===== src/rtl/klotski_pkg.sv =====
// Shared board geometry, scheduler state encoding and move legality
// for the Klotski move-overlay path.
package klotski_pkg;

    localparam int BOARD_DIM = 4;
    localparam int CELL_W    = 4;
    localparam int MOVE_W    = 2 * CELL_W;
    localparam int COL_W     = $clog2(BOARD_DIM);

    typedef logic [CELL_W-1:0] cell_t;
    typedef logic [CELL_W:0]   cell_wide_t;

    typedef enum logic [1:0] {
        ST_IDLE,
        ST_WAIT_VS,
        ST_SHOW,
        ST_CLEAR
    } sched_state_e;

    // One orthogonal step; the extra bit keeps +/-BOARD_DIM from wrapping around the board.
    function automatic logic is_legal_move(input cell_t from, input cell_t to);
        cell_wide_t f;
        cell_wide_t t;
        logic       same_row;
        f        = {1'b0, from};
        t        = {1'b0, to};
        same_row = (from[CELL_W-1:COL_W] == to[CELL_W-1:COL_W]);
        return (same_row && (t == f + cell_wide_t'(1)))
            || (same_row && (f == t + cell_wide_t'(1)))
            || (t == f + cell_wide_t'(BOARD_DIM))
            || (f == t + cell_wide_t'(BOARD_DIM));
    endfunction

endpackage


===== src/rtl/move_fifo.sv =====
// Small FIFO of pending {from,to} moves; wrap-bit pointers distinguish full from empty.
module move_fifo
    import klotski_pkg::*;
#(
    parameter int DEPTH = 4
) (
    input  logic              clk,
    input  logic              rst_n,
    input  logic              flush,
    input  logic              push,
    input  logic [MOVE_W-1:0] wdata,
    input  logic              pop,
    output logic [MOVE_W-1:0] rdata,
    output logic              full,
    output logic              empty
);
    localparam int AW = $clog2(DEPTH);
    localparam int PW = AW + 1;

    logic [MOVE_W-1:0] mem_q [DEPTH];
    logic [PW-1:0]     wr_ptr_q, wr_ptr_d;
    logic [PW-1:0]     rd_ptr_q, rd_ptr_d;

    assign full  = (wr_ptr_q[AW] != rd_ptr_q[AW]) && (wr_ptr_q[AW-1:0] == rd_ptr_q[AW-1:0]);
    assign empty = (wr_ptr_q == rd_ptr_q);
    assign rdata = mem_q[rd_ptr_q[AW-1:0]];

    // NOTE: every variable gets a default first so no path leaves it unassigned (no latch).
    always_comb begin
        wr_ptr_d = wr_ptr_q;
        rd_ptr_d = rd_ptr_q;
        if (flush) begin
            wr_ptr_d = '0;
            rd_ptr_d = '0;
        end else begin
            if (push && !full) wr_ptr_d = wr_ptr_q + PW'(1);
            if (pop && !empty) rd_ptr_d = rd_ptr_q + PW'(1);
        end
    end

    // NOTE: storage is not reset; only the pointers decide which entries are valid.
    always_ff @(posedge clk) begin
        if (push && !full && !flush) mem_q[wr_ptr_q[AW-1:0]] <= wdata;
    end

    // NOTE: sequential state uses non-blocking assignments so all flops update together.
    always_ff @(posedge clk or negedge rst_n) begin
        if (!rst_n) begin
            wr_ptr_q <= '0;
            rd_ptr_q <= '0;
        end else begin
            wr_ptr_q <= wr_ptr_d;
            rd_ptr_q <= rd_ptr_d;
        end
    end

endmodule


===== src/rtl/move_overlay_sched.sv =====
// Arbitrates solver/user move requests, queues legal ones and paces them onto the
// VGA overlay one per HOLD_FRAMES frames, blanking the highlight when the queue drains.
module move_overlay_sched
    import klotski_pkg::*;
#(
    parameter int HOLD_FRAMES = 30,
    parameter int FIFO_DEPTH  = 4
) (
    input  logic              iCLK,
    input  logic              iRST_N,
    input  logic              iV_SYNC,
    input  logic [1:0]        iReq_valid,
    input  logic [CELL_W-1:0] iReq_from0,
    input  logic [CELL_W-1:0] iReq_to0,
    input  logic [CELL_W-1:0] iReq_from1,
    input  logic [CELL_W-1:0] iReq_to1,
    output logic [1:0]        oReq_ready,
    input  logic              iFlush,
    output logic [CELL_W-1:0] oFromBlock,
    output logic [CELL_W-1:0] oToBlock,
    output logic              oBM_EN,
    output logic              oErr,
    output logic              oBusy
);
    localparam int              CNT_W    = (HOLD_FRAMES > 1) ? $clog2(HOLD_FRAMES) : 1;
    localparam logic [CNT_W-1:0] CNT_LOAD = CNT_W'(HOLD_FRAMES - 1);

    sched_state_e      state_q, state_d;
    logic [CNT_W-1:0]  frame_cnt_q, frame_cnt_d;
    logic [CELL_W-1:0] from_q, from_d, to_q, to_d;
    logic              bm_en_q, bm_en_d;
    logic              err_q, err_d;
    logic              rr_ptr_q, rr_ptr_d;
    logic              flush_pend_q, flush_pend_d;
    logic              vs_q, run_q;

    logic              grant, accept, vs_rise, do_load, do_clear;
    logic              fifo_push, fifo_pop, fifo_full, fifo_empty;
    logic [MOVE_W-1:0] req_move, head_move;

    assign vs_rise = iV_SYNC && !vs_q;

    always_comb begin
        grant = rr_ptr_q;
        if (iReq_valid == 2'b01)      grant = 1'b0;
        else if (iReq_valid == 2'b10) grant = 1'b1;
    end

    // run_q keeps ready low while reset is held, even with requesters valid.
    always_comb begin
        oReq_ready = 2'b00;
        if (run_q && !fifo_full && !iFlush && iReq_valid[grant]) oReq_ready[grant] = 1'b1;
    end

    assign accept    = |(oReq_ready & iReq_valid);
    assign req_move  = grant ? {iReq_from1, iReq_to1} : {iReq_from0, iReq_to0};
    assign fifo_push = accept && is_legal_move(req_move[MOVE_W-1:CELL_W], req_move[CELL_W-1:0]);
    assign err_d     = accept && !fifo_push;
    assign rr_ptr_d  = (accept && (&iReq_valid)) ? !rr_ptr_q : rr_ptr_q;

    move_fifo #(.DEPTH(FIFO_DEPTH)) u_fifo (
        .clk   (iCLK),
        .rst_n (iRST_N),
        .flush (iFlush),
        .push  (fifo_push),
        .wdata (req_move),
        .pop   (fifo_pop),
        .rdata (head_move),
        .full  (fifo_full),
        .empty (fifo_empty)
    );

    always_comb begin
        state_d      = state_q;
        frame_cnt_d  = frame_cnt_q;
        from_d       = from_q;
        to_d         = to_q;
        bm_en_d      = 1'b0;
        fifo_pop     = 1'b0;
        flush_pend_d = flush_pend_q;
        do_load      = 1'b0;
        do_clear     = 1'b0;
        unique case (state_q)
            ST_IDLE: begin
                flush_pend_d = 1'b0;
                if (!fifo_empty && !iFlush) state_d = ST_WAIT_VS;
            end
            ST_WAIT_VS: begin
                if (iFlush)       state_d = ST_IDLE;
                else if (vs_rise) do_load = 1'b1;
            end
            ST_SHOW: begin
                if (iFlush) flush_pend_d = 1'b1;
                if (vs_rise) begin
                    if (iFlush || flush_pend_q)  do_clear = 1'b1;
                    else if (frame_cnt_q != '0)  frame_cnt_d = frame_cnt_q - CNT_W'(1);
                    else if (!fifo_empty)        do_load = 1'b1;
                    else                         do_clear = 1'b1;
                end
            end
            ST_CLEAR: state_d = ST_IDLE;
        endcase

        if (do_load) begin
            fifo_pop    = 1'b1;
            from_d      = head_move[MOVE_W-1:CELL_W];
            to_d        = head_move[CELL_W-1:0];
            bm_en_d     = 1'b1;
            frame_cnt_d = CNT_LOAD;
            state_d     = ST_SHOW;
        end
        // Equal from/to makes the VGA controller draw nothing, which blanks the highlight.
        if (do_clear) begin
            from_d       = '0;
            to_d         = '0;
            bm_en_d      = 1'b1;
            frame_cnt_d  = '0;
            flush_pend_d = 1'b0;
            state_d      = ST_CLEAR;
        end
    end

    always_ff @(posedge iCLK or negedge iRST_N) begin
        if (!iRST_N) begin
            state_q      <= ST_IDLE;
            frame_cnt_q  <= '0;
            from_q       <= '0;
            to_q         <= '0;
            bm_en_q      <= 1'b0;
            err_q        <= 1'b0;
            rr_ptr_q     <= 1'b0;
            flush_pend_q <= 1'b0;
            vs_q         <= 1'b0;
            run_q        <= 1'b0;
        end else begin
            state_q      <= state_d;
            frame_cnt_q  <= frame_cnt_d;
            from_q       <= from_d;
            to_q         <= to_d;
            bm_en_q      <= bm_en_d;
            err_q        <= err_d;
            rr_ptr_q     <= rr_ptr_d;
            flush_pend_q <= flush_pend_d;
            vs_q         <= iV_SYNC;
            run_q        <= 1'b1;
        end
    end

    assign oFromBlock = from_q;
    assign oToBlock   = to_q;
    assign oBM_EN     = bm_en_q;
    assign oErr       = err_q;
    assign oBusy      = (state_q != ST_IDLE) || !fifo_empty;

endmodule

===== config.mk =====
export PLATFORM = sky130hd
export DESIGN_NAME = move_overlay_sched
export DESIGN_NICKNAME = d
export VERILOG_FILES = /design/src/rtl/klotski_pkg.sv /design/src/rtl/move_fifo.sv /design/src/rtl/move_overlay_sched.sv
export SDC_FILE = /design/constraint.sdc
export NUM_CORES = 1
export LEC_CHECK = 0
export CORE_MARGIN = 2
export CORE_UTILIZATION = 30
export DETAILED_ROUTE_END_ITERATION = 10
export PLACE_DENSITY_LB_ADDON = 0.1
export SYNTH_ARGS = -nofsm -noshare
export SYNTH_HDL_FRONTEND = slang
export SYNTH_SLANG_ARGS = --single-unit

===== constraint.sdc =====
create_clock -name iCLK -period 2.9 [get_ports iCLK]
set_clock_uncertainty 0.1 [all_clocks]
set_input_delay 0.725 -clock iCLK [delete_from_list [all_inputs] [get_ports iCLK]]
set_output_delay 0.725 -clock iCLK [all_outputs]
set_load 0.01 [all_outputs]

==> metrics.yaml, run 1 <==
run_status:
  status: "finished with violations"
  violations: "setup timing"
power:
  p_leak_nw: 1.880
  p_per_area_nw_per_um2: 723.9
  p_total_mw: 3.339
  ir_drop_mv: 0.2869
worst_setup_path:
  cpPeakStageDelay_ns: 0.55
  crit_top_cell: "buf_4"
  crit_buf_inv: 4
  cp_top_family: "simple AND/OR/NAND/NOR gates"
  worstSetupEndpointType: "flop"
  worstSetupStartpointType: "primary input"
  cp.arrival_ns: 2.89
  r2r-end: "u_fifo.mem_q[1][2]$_DFFE_PP_"
  r2r_setup_slack_ns: 0.11
  crit_fanout: 8
  crit_start: "iReq_valid[1]"
  r2r_cells: 9
  path_cells: "buf_8 > nand2b_4 > a21o_1 > buf_12 > mux2i_4 > buf_4 > buf_4 > xor2_1 > or4b_4 > o22ai_4 > and2_4"
  cp.depth: 11
  crit_path_end: "u_fifo.mem_q[1][2]$_DFFE_PP_"
  cp_slowest_cell: "or4b_4"
  path_class: "in2reg"
  r2r-start: "rr_ptr_q$_DFFE_PN0P_"
  required_ns: 2.84
synth:
  yosys.area_share.simple: 0.1293
  synth_seq_cells: 59
  synth_top_family_by_area: "simple AND/OR/NAND/NOR gates"
  yosys.area_share.xor_xnor: 0.03252
  seq_area_frac_synth: 0.5125
  synth_fa_ha_area_frac: 0.05878
  syn-num-nets: 297
  synth_cell_types: 63
  synth_ff_type: "edfxtp_1"
  synth_edf_count: 32
  netlist_instances: 260
  yosysWarnings: 0
  synth-compound-area-share: 0.09208
  synth.avg_cell_area_sq_um: 12.28
  syn-cell-area_sq_um: 3193
  synth_async_sr_flop_share: 0.4576
  synth.mux.area_fraction: 0.1262
routing:
  drtAntennaViolNets: 0
  viasPerCell: 4.556
  drtIter0Drc: 141
  vias: 2269
  wl_per_cell_um: 14.43
  post-route-drc-count: 0
  drt-total-wl_um: 7185
  drt_pass1_iterations: 4
final_layout:
  diodes: 0
  area_growth_pct: 44.47
  layout_common_cells: "buf_4 (56), edfxtp_1 (32), dfrtp_1 (27)"
  fin_cells: 498
  final_util: 0.4469
  mostFrequentLayoutCell: "buf_4"
  final_layout_size_suffix_gt1_frac: 0.4006
  fin_nets: 394
clock_network:
  cts_made_buffers: 9
  clk_pin_slew_ns: 0.07
  htree_levels: 3
  cts_tree: "built"
  clk_path_buf_depth: 2
  holdBufCountCts: 0
  clock_latency_ns: 0.33
  cts.sinks: 59
  root_buffer: "clkbuf_8"
timing:
  rsz0062_at_grt: "yes"
  setup_violations: 25
  min_period_ns: 2.953
  hold_viol: 0
  finalMaxSlewViolations: 0
  timing.final.ws_setup_ns: -0.05307
  fmax_mhz: 338.6
  finalCritPeriodShare: 1.018
die:
  ios: 35
  core_area_sq_um: 10320
  dieArea_sq_um: 11480
  initial_utilization: 0.3093
  die_w_um: 107.2
  rows: 37
  fp.dieH_um: 107.2
placed_design:
  post-dp-hpwl_um: 5175
  portBuffers: 34
  placed_cells: 463
  gp_congestion: 0.7828
grt:
  antenna_found_initial: 0
  grt_max_degree: 28
  grt.overflow.total: 0
  grt_use_total: 0.1330
  grt_pass1_vias: 2340
  grt_pass1_wl_um: 11720
job:
  drv_cap: 0
hold_path:
  min_path_type: "reg2reg"
  hold_depth: 1
==> metrics by stage <==
stage | hold WS [ns] | cell area, sq um | TNS [ns] | worst slack (ns)
global route | 0.4199 | 4613 | -3.167 | -0.1176
finish | 0.4117 | 4613 | -1.077 | -0.05307
floorplan | 0.3294 | 3243 | -7.231 | -0.2202
global placement | 0.4005 | 4041 | -34.42 | -0.9613
detailed placement | 0.4001 | 4041 | -33.83 | -0.9398
CTS | 0.4119 | 4477 | -1.155 | -0.05202
==> cell type report <==
class	instances	area [sq um]
fill	976	5710
multi-input combinational	167	1650
sequential	59	1637
timing repair buffer	96	859.6
tap	136	170.2
clock buffer	9	123.9
inverter	24	96.34
clock inverter	7	76.32
==> what timing repair did <==
action	CTS	global route
endpoints found under the setup margin	38	39
pin swaps	12	9
gates resized for setup	38	26
buffers inserted	17	4
cloned	0	0
==> Yosys cell counts (all sizes together) (2+ instances only) <==
library cell,count,area (sq um)
a21boi,2,15.01
a21oi,7,35.03
a31oi,2,12.51
and2,6,42.54
and3b,3,26.28
buf,7,48.79
clkbuf,3,11.26
dfrtp,27,675.7
edfxtp,32,960.9
ha,15,187.7
inv,23,86.33
mux2i,18,207.7
mux4,8,180.2
nand2,11,41.29
nand2b,2,20.02
nand3,5,25.02
nand3b,2,15.01
nor2,21,78.83
nor2b,3,21.27
nor3,5,25.02
nor3b,4,30.03
o2111ai,2,17.52
o21ai,9,45.04
o22ai,2,26.28
o311ai,2,17.52
o32a,2,21.27
or2,3,18.77
or2b,2,17.52
xnor2,8,77.58
xor2,3,26.28
==> power breakdown <==
group / internal [mW] / total [mW] / switching [mW]
Combinational: 0.807 / 1.45 / 0.645
Sequential: 1.04 / 1.14 / 0.0923
Clock: 0.402 / 0.752 / 0.350
Total: 2.25 / 3.34 / 1.09
==> worst min-delay path by stage <==
stage	from	to
2_1_floorplan	iRST_N	flush_pend_q$_DFFE_PN0P_
3_3_place_gp	u_fifo.wr_ptr_q[2]$_DFFE_PN0P_	u_fifo.wr_ptr_q[2]$_DFFE_PN0P_
3_5_place_dp	u_fifo.wr_ptr_q[2]$_DFFE_PN0P_	u_fifo.wr_ptr_q[2]$_DFFE_PN0P_
4_1_cts	u_fifo.wr_ptr_q[2]$_DFFE_PN0P_	u_fifo.wr_ptr_q[2]$_DFFE_PN0P_
5_1_grt	u_fifo.wr_ptr_q[2]$_DFFE_PN0P_	u_fifo.wr_ptr_q[2]$_DFFE_PN0P_
6_report	u_fifo.wr_ptr_q[2]$_DFFE_PN0P_	u_fifo.wr_ptr_q[2]$_DFFE_PN0P_
==> layer usage <==
metal | track usage | part of all wire
met5 | 0 | 0
met4 | 0.05288 | 0.014
met3 | 0.02128 | 0.029
met2 | 0.2197 | 0.48
met1 | 0.1741 | 0.48
==> cells by family after synthesis <==
group,count (synthesis)
compound gates,40
xor+xnor,11
fa+ha+maj,15
buf+inv,34
flops,59
mux,27
other cells,1
simple gates,73
==> state kept, by name, indices dropped and copies added, names as in the netlist, 2 cells and up <==
name             flops
frame_cnt_q          5
oFromBlock           4
oToBlock             4
state_q              2
u_fifo.mem_q        32
u_fifo.rd_ptr_q      3
u_fifo.wr_ptr_q      3
Power figures use the tool's default switching activity.
==> run 2: changes to the inputs <==
--- a/config.mk
+++ b/config.mk
@@ -9,6 +9,8 @@
 export CORE_UTILIZATION = 30
 export DETAILED_ROUTE_END_ITERATION = 10
 export PLACE_DENSITY_LB_ADDON = 0.1
+export SETUP_SLACK_MARGIN = 0.4
 export SYNTH_ARGS = -nofsm -noshare
 export SYNTH_HDL_FRONTEND = slang
+export SYNTH_HIERARCHICAL = 1
 export SYNTH_SLANG_ARGS = --single-unit
==> run 2 against run 1 <==
Against the previous run: the run still ends with setup timing left; count of clock-buffer cells in the layout is the same; maximum frequency shrank 1.1%; design area grew 1.9%; critical endpoint is now u_fifo/mem_q[3][5]$_DFFE_PP_; sequential power is essentially flat; non-clock buffer count grew 3.
==> metrics.yaml, run 2 <==
die:
  ios: 35
  die_w_um: 107.3
  fp.dieH_um: 107.3
  initial_utilization: 0.3103
  core_area_sq_um: 10320
  dieArea_sq_um: 11520
  rows: 37
clock_network:
  clk_pin_slew_ns: 0.06
  clk_path_buf_depth: 2
  htree_levels: 3
  cts_made_buffers: 9
  cts_tree: "built"
  cts.sinks: 59
  root_buffer: "clkbuf_8"
  clock_latency_ns: 0.33
timing:
  timing.final.ws_setup_ns: -0.08629
  fmax_mhz: 334.9
  finalCritPeriodShare: 1.030
  setup_violations: 34
  finalMaxSlewViolations: 0
  hold_viol: 0
  tns_ns: -2.226
  rsz0062_at_grt: "yes"
  min_period_ns: 2.986
final_layout:
  mostFrequentLayoutCell: "buf_4"
  final_util: 0.4552
  largest_register_ffs: 32
  layout_common_cells: "buf_4 (53), edfxtp_1 (32), clkdlybuf4s50_1 (28)"
  final_layout_size_suffix_gt1_frac: 0.3989
  area_growth_pct: 46.72
  nFillCells: 949
  diodes: 0
  fin_nets: 404
grt:
  grt_max_degree: 28
  grt_pass1_wl_um: 12160
  grt_use_total: 0.1343
  grt.overflow.total: 0
  antenna_found_initial: 0
  grt_pass1_vias: 2483
placed_design:
  portBuffers: 34
  post-dp-hpwl_um: 5133
  gp_congestion: 0.7468
synth:
  synth_cell_types: 51
  seq_area_frac_synth: 0.5109
  yosysWarnings: 6
  synth_async_sr_flop_share: 0.4576
  synth.avg_cell_area_sq_um: 12.23
  synth_top_cell_by_area: "edfxtp_1"
  synth_ff_type: "edfxtp_1"
  syn-cell-area_sq_um: 3203
  synth.most_common_cell: "edfxtp_1"
  syn-num-nets: 300
  synth_top_area_frac: 0.3000
  netlist_instances: 262
  synth_seq_cells: 59
  synth_edf_count: 32
  synth_common_cells: "edfxtp_1 (32), dfrtp_1 (27), inv_1 (18)"
  netlist_top_cells_area: "edfxtp_1 (30%), dfrtp_1 (21%), ha_1 (6.3%)"
worst_setup_path:
  cpPeakStageDelay_ns: 0.32
  required_ns: 2.84
  crit_fanout: 8
  path_class: "in2reg"
  crit_top_cell: "buf_6"
  path_cells: "buf_6 > a21boi_4 > nor2_4 > buf_12 > mux2_4 > ha_4 > xnor2_1 > a311oi_1 > o21ai_1 > a21oi_2 > buf_4 > and4b_1 > buf_6"
  worstSetupStartpointType: "primary input"
  cp_slowest_cell: "mux2_4"
  cp.arrival_ns: 2.92
  worstSetupEndpointType: "flop"
routing:
  vias: 2416
  wl_per_cell_um: 14.22
  post-route-drc-count: 0
  drt_pass1_iterations: 4
  viasPerCell: 4.765
  drt-total-wl_um: 7212
  drtIter0Drc: 95
  drtAntennaViolNets: 0
power:
  p_leak_nw: 1.826
  ir_drop_mv: 0.3230
  p_per_area_nw_per_um2: 676.9
  p_total_mw: 3.181
hold_path:
  min_path_type: "reg2reg"
run_status:
  status: "finished with violations"
  violations: "setup timing"
job:
  drv_cap: 0
[run 2: cell count changes in the layout (fill, tap and decap cells not counted), sizes merged, moves of 4 or more]
cell / delta
a22o: +8
and2: -6
and3: +4
buf: +6
inv: -6
mux2i: -12
nand4: +7
nor2b: +5
o21ai: +9
[run 2: area by class of cell]
type	count	area, sq um	area share
multi-input combinational	179	1704	0.3626
sequential	59	1640	0.3490
timing repair buffer	99	900.9	0.1917
tap	136	170.2	0.03621
clock buffer	9	123.9	0.02636
clock inverter	7	92.59	0.01970
inverter	18	67.56	0.01438
[run 2: per-stage QoR]
step	instances	hold WS [ns]	instance area [sq um]	worst slack (ns)
after floorplan	262	0.3294	3326	-0.3853
after global placement	466	0.3918	4113	-0.8916
after detailed placement	466	0.3938	4113	-0.9524
after CTS	497	0.4141	4554	-0.1615
after global routing	507	0.4290	4700	-0.2442
final	507	0.4102	4700	-0.08629
[run 2: power by group]
| group | internal, mW | switching [mW] | total (mW) |
|---|---|---|---|
| combinational | 0.695 | 0.535 | 1.23 |
| clock | 0.480 | 0.336 | 0.816 |
| sequential | 1.03 | 0.108 | 1.14 |
| total | 2.20 | 0.979 | 3.18 |
[run 2: worst paths after layout]
| check | start | end | slack (ns) | cells past startpoint |
|---|---|---|---|---|
| hold reg to reg | oFromBlock[1]$_DFFE_PN0P_ | oFromBlock[1]$_DFFE_PN0P_ | 0.41 | 1 |
| max in group asynchronous | iRST_N | rr_ptr_q$_DFFE_PN0P_ | 1.74 | 2 |
| hold / removal | oFromBlock[1]$_DFFE_PN0P_ | oFromBlock[1]$_DFFE_PN0P_ | 0.41 | 1 |
| setup / recovery | iReq_valid[0] | u_fifo/mem_q[3][5]$_DFFE_PP_ | -0.09 | 13 |
| min in group asynchronous | iRST_N | flush_pend_q$_DFFE_PN0P_ | 0.67 | 2 |
| setup reg to reg | rr_ptr_q$_DFFE_PN0P_ | u_fifo/mem_q[3][5]$_DFFE_PP_ | -0.06 | 12 |
[run 2: cell families (layout without fill, tap and decap cells)]
logic type	after synthesis	after routing	share of synthesized area
flops	59	59	0.5109
xor+xnor	15	15	0.05039
mux	18	18	0.09804
simple gates	76	76	0.1309
other cells	1	1	0.001171
buf+inv	24	133	0.03242
fa+ha+maj	16	16	0.06250
compound gates	53	53	0.1137
[run 2: worst max-delay path: cells and delay by family]
kind	cells	cell delay (ns)
AO/OA/AOI/OAI	4	0.71
XOR/XNOR	1	0.12
adder cells (fa/ha/maj)	1	0.24
buffers and inverters	4	0.50
multiplexers	1	0.32
AND/OR/NAND/NOR	2	0.30
[run 2: repair_timing]
action	4_1_cts	5_1_grt
gates resized for setup	47	20
hold buffers	0	0
setup endpoints to repair	39	44
pin swaps	16	5
gates cloned	0	0
buffers inserted	15	10
[run 2: routing by layer]
metal / wire length [um] / GRT usage
met4: 109 / 0.05403
met3: 210 / 0.02482
met1: 3448 / 0.1764
met2: 3444 / 0.2193
met5: 0 / 0
==> run 3: changes to the inputs <==
--- a/config.mk
+++ b/config.mk
@@ -5,6 +5,7 @@
 export SDC_FILE = /design/constraint.sdc
 export NUM_CORES = 1
 export LEC_CHECK = 0
+export CORE_ASPECT_RATIO = 0.7
 export CORE_MARGIN = 2
 export CORE_UTILIZATION = 30
 export DETAILED_ROUTE_END_ITERATION = 10
==> run 3 against run 2 <==
Against the previous run: the flow still finishes with violations (setup timing); wire length is 4.0% higher; non-clock buffer count is 9 lower; clock power is 32% higher; sequential power hardly changed; first-iteration DRC count is 18% higher; maximum frequency is 3.4% lower; design area is 0.67% higher; cell count is 2.6% lower; power is 8.6% higher; critical path depth is 1 higher; critical path type unchanged.
==> metrics.yaml, run 3 (synthesis gave the netlist of run 2 again) <==
run_status:
  status: "finished with violations"
  violations: "setup timing"
routing:
  drt-total-wl_um: 7503
  viasPerCell: 4.844
  post-route-drc-count: 0
  drt_pass1_iterations: 4
  drtIter0Drc: 112
  vias: 2393
  drtAntennaViolNets: 0
  wl_per_cell_um: 15.19
final_layout:
  nFillCells: 969
  largest_register_ffs: 32
  multi_input_area_sq_um: 1718
  diodes: 0
  layout_common_cells: "buf_4 (42), edfxtp_1 (32), clkdlybuf4s50_1 (28)"
  fin_cells: 494
  final_util: 0.4568
  seq_area_sq_um: 1639
  fin_nets: 395
  mostFrequentLayoutCell: "buf_4"
  final_layout_size_suffix_gt1_frac: 0.3867
  area_growth_pct: 47.70
placed_design:
  post-dp-hpwl_um: 5376
  portBuffers: 34
  gp_congestion: 0.7852
  place_ws_ns: -0.9662
  placed_cells: 462
grt:
  grt_use_total: 0.1427
  grt_pass1_wl_um: 12680
  grt_max_degree: 28
  grt.overflow.total: 0
  antenna_found_initial: 0
  grt_pass1_vias: 2461
die:
  ios: 35
  initial_utilization: 0.3093
  fp.dieH_um: 90.45
  dieArea_sq_um: 11530
  rows: 31
  core_area_sq_um: 10360
  die_w_um: 127.5
timing:
  tns_ns: -5.475
  finalCritPeriodShare: 1.066
  hold_viol: 0
  setup_violations: 35
  rsz0062_at_grt: "yes"
  fmax_mhz: 323.5
  min_period_ns: 3.091
  timing.final.ws_setup_ns: -0.1914
  worst-slew-pin-transition_ns: 0.5262
  finalMaxSlewViolations: 0
  slew_headroom: 0.6467
clock_network:
  clk_pin_slew_ns: 0.06
  cts_tree: "built"
  cts.sinks: 59
  clock_latency_ns: 0.33
  clk_path_buf_depth: 2
  root_buffer: "clkbuf_16"
  holdBufCountCts: 0
  cts_made_buffers: 9
  htree_levels: 3
worst_setup_path:
  r2r-start: "rr_ptr_q$_DFFE_PN0P_"
  worstSetupStartpointType: "primary input"
  crit_path_end: "u_fifo/mem_q[3][3]$_DFFE_PP_"
  r2r-end: "u_fifo/mem_q[3][3]$_DFFE_PP_"
  crit_start: "iReq_valid[0]"
  required_ns: 2.83
  worstSetupEndpointType: "flop"
  r2r_cells: 13
  cp.arrival_ns: 3.03
  r2r_setup_slack_ns: -0.12
  path_class: "in2reg"
  crit_fanout: 8
power:
  ir_drop_mv: 0.2788
  p_leak_nw: 1.852
  p_per_area_nw_per_um2: 730.3
hold_path:
  min_path_type: "reg2reg"
job:
  drv_cap: 0
==> run 3: cell count changes in the layout (fill, tap and decap cells not counted), moves of 2 or more <==
cell | previous run | this run
clkbuf_8 | 9 | 0
buf_12 | 4 | 1
xnor2_1 | 7 | 5
bufinv_16 | 2 | 0
buf_4 | 53 | 42
nor2_1 | 11 | 13
clkbuf_16 | 0 | 12
nor2_2 | 6 | 3
buf_6 | 11 | 13
o21ai_0 | 14 | 12
clkinvlp_4 | 2 | 0
xnor2_2 | 3 | 5
clkinv_4 | 1 | 3
==> run 3: stage by stage <==
step                power (mW)  area (sq um)  hold slack (ns)
finish                   3.455          4731           0.4006
detailed placement       2.225          4108           0.3961
global route             3.673          4731           0.4162
global placement         2.220          4108           0.3894
floorplan                1.795          3326           0.3294
CTS                      3.427          4603           0.4090
==> run 3: cell type report <==
class | count | area share
flip-flops and latches | 59 | 0.3465
clock buffers | 11 | 0.05819
repair buffers | 90 | 0.1746
clock inverters | 5 | 0.008463
inverters | 18 | 0.01428
multi-input cells | 179 | 0.3631
well taps | 132 | 0.03491
==> run 3: worst min-delay path by stage <==
stage	depth (start not counted)	end	from
after CTS	1	oToBlock[0]$_DFFE_PN0P_	oToBlock[0]$_DFFE_PN0P_
final	1	oFromBlock[3]$_DFFE_PN0P_	oFromBlock[3]$_DFFE_PN0P_
after detailed placement	1	oToBlock[0]$_DFFE_PN0P_	oToBlock[0]$_DFFE_PN0P_
after global placement	1	oFromBlock[1]$_DFFE_PN0P_	oFromBlock[1]$_DFFE_PN0P_
after global routing	1	oFromBlock[3]$_DFFE_PN0P_	oFromBlock[3]$_DFFE_PN0P_
after floorplan	0	flush_pend_q$_DFFE_PN0P_	iRST_N
==> run 3: what timing repair did <==
action / CTS / global route
gates cloned: 1 / 0
resized for setup: 40 / 32
setup endpoints to repair: 41 / 50
pin swaps: 15 / 13
setup buffers: 8 / 7
==> run 3: where the power goes <==
group | internal [mW] | switching, mW | leakage, nW
logic | 0.692 | 0.550 | 1.07
registers | 1.03 | 0.101 | 0.627
clock network | 0.688 | 0.397 | 0.156
==> run 3: critical path, stage by stage <==
cell	delay, ns
buf_6	0.09
a21boi_4	0.13
nor2_4	0.17
buf_12	0.15
mux2i_4	0.24
inv_2	0.07
ha_4	0.24
xnor2_2	0.12
o22ai_1	0.19
nand4_1	0.17
a21oi_2	0.21
buf_4	0.15
and4b_1	0.21
buf_6	0.14
==> run 3: layer usage <==
metal  vias to the layer above  share of wire  global-route usage
met5                         -              0                   0
met3                        13          0.047             0.04680
li1                       1166              -                   -
met4                         0          0.012             0.04762
met2                        57           0.42              0.2014
met1                      1157           0.52              0.2049
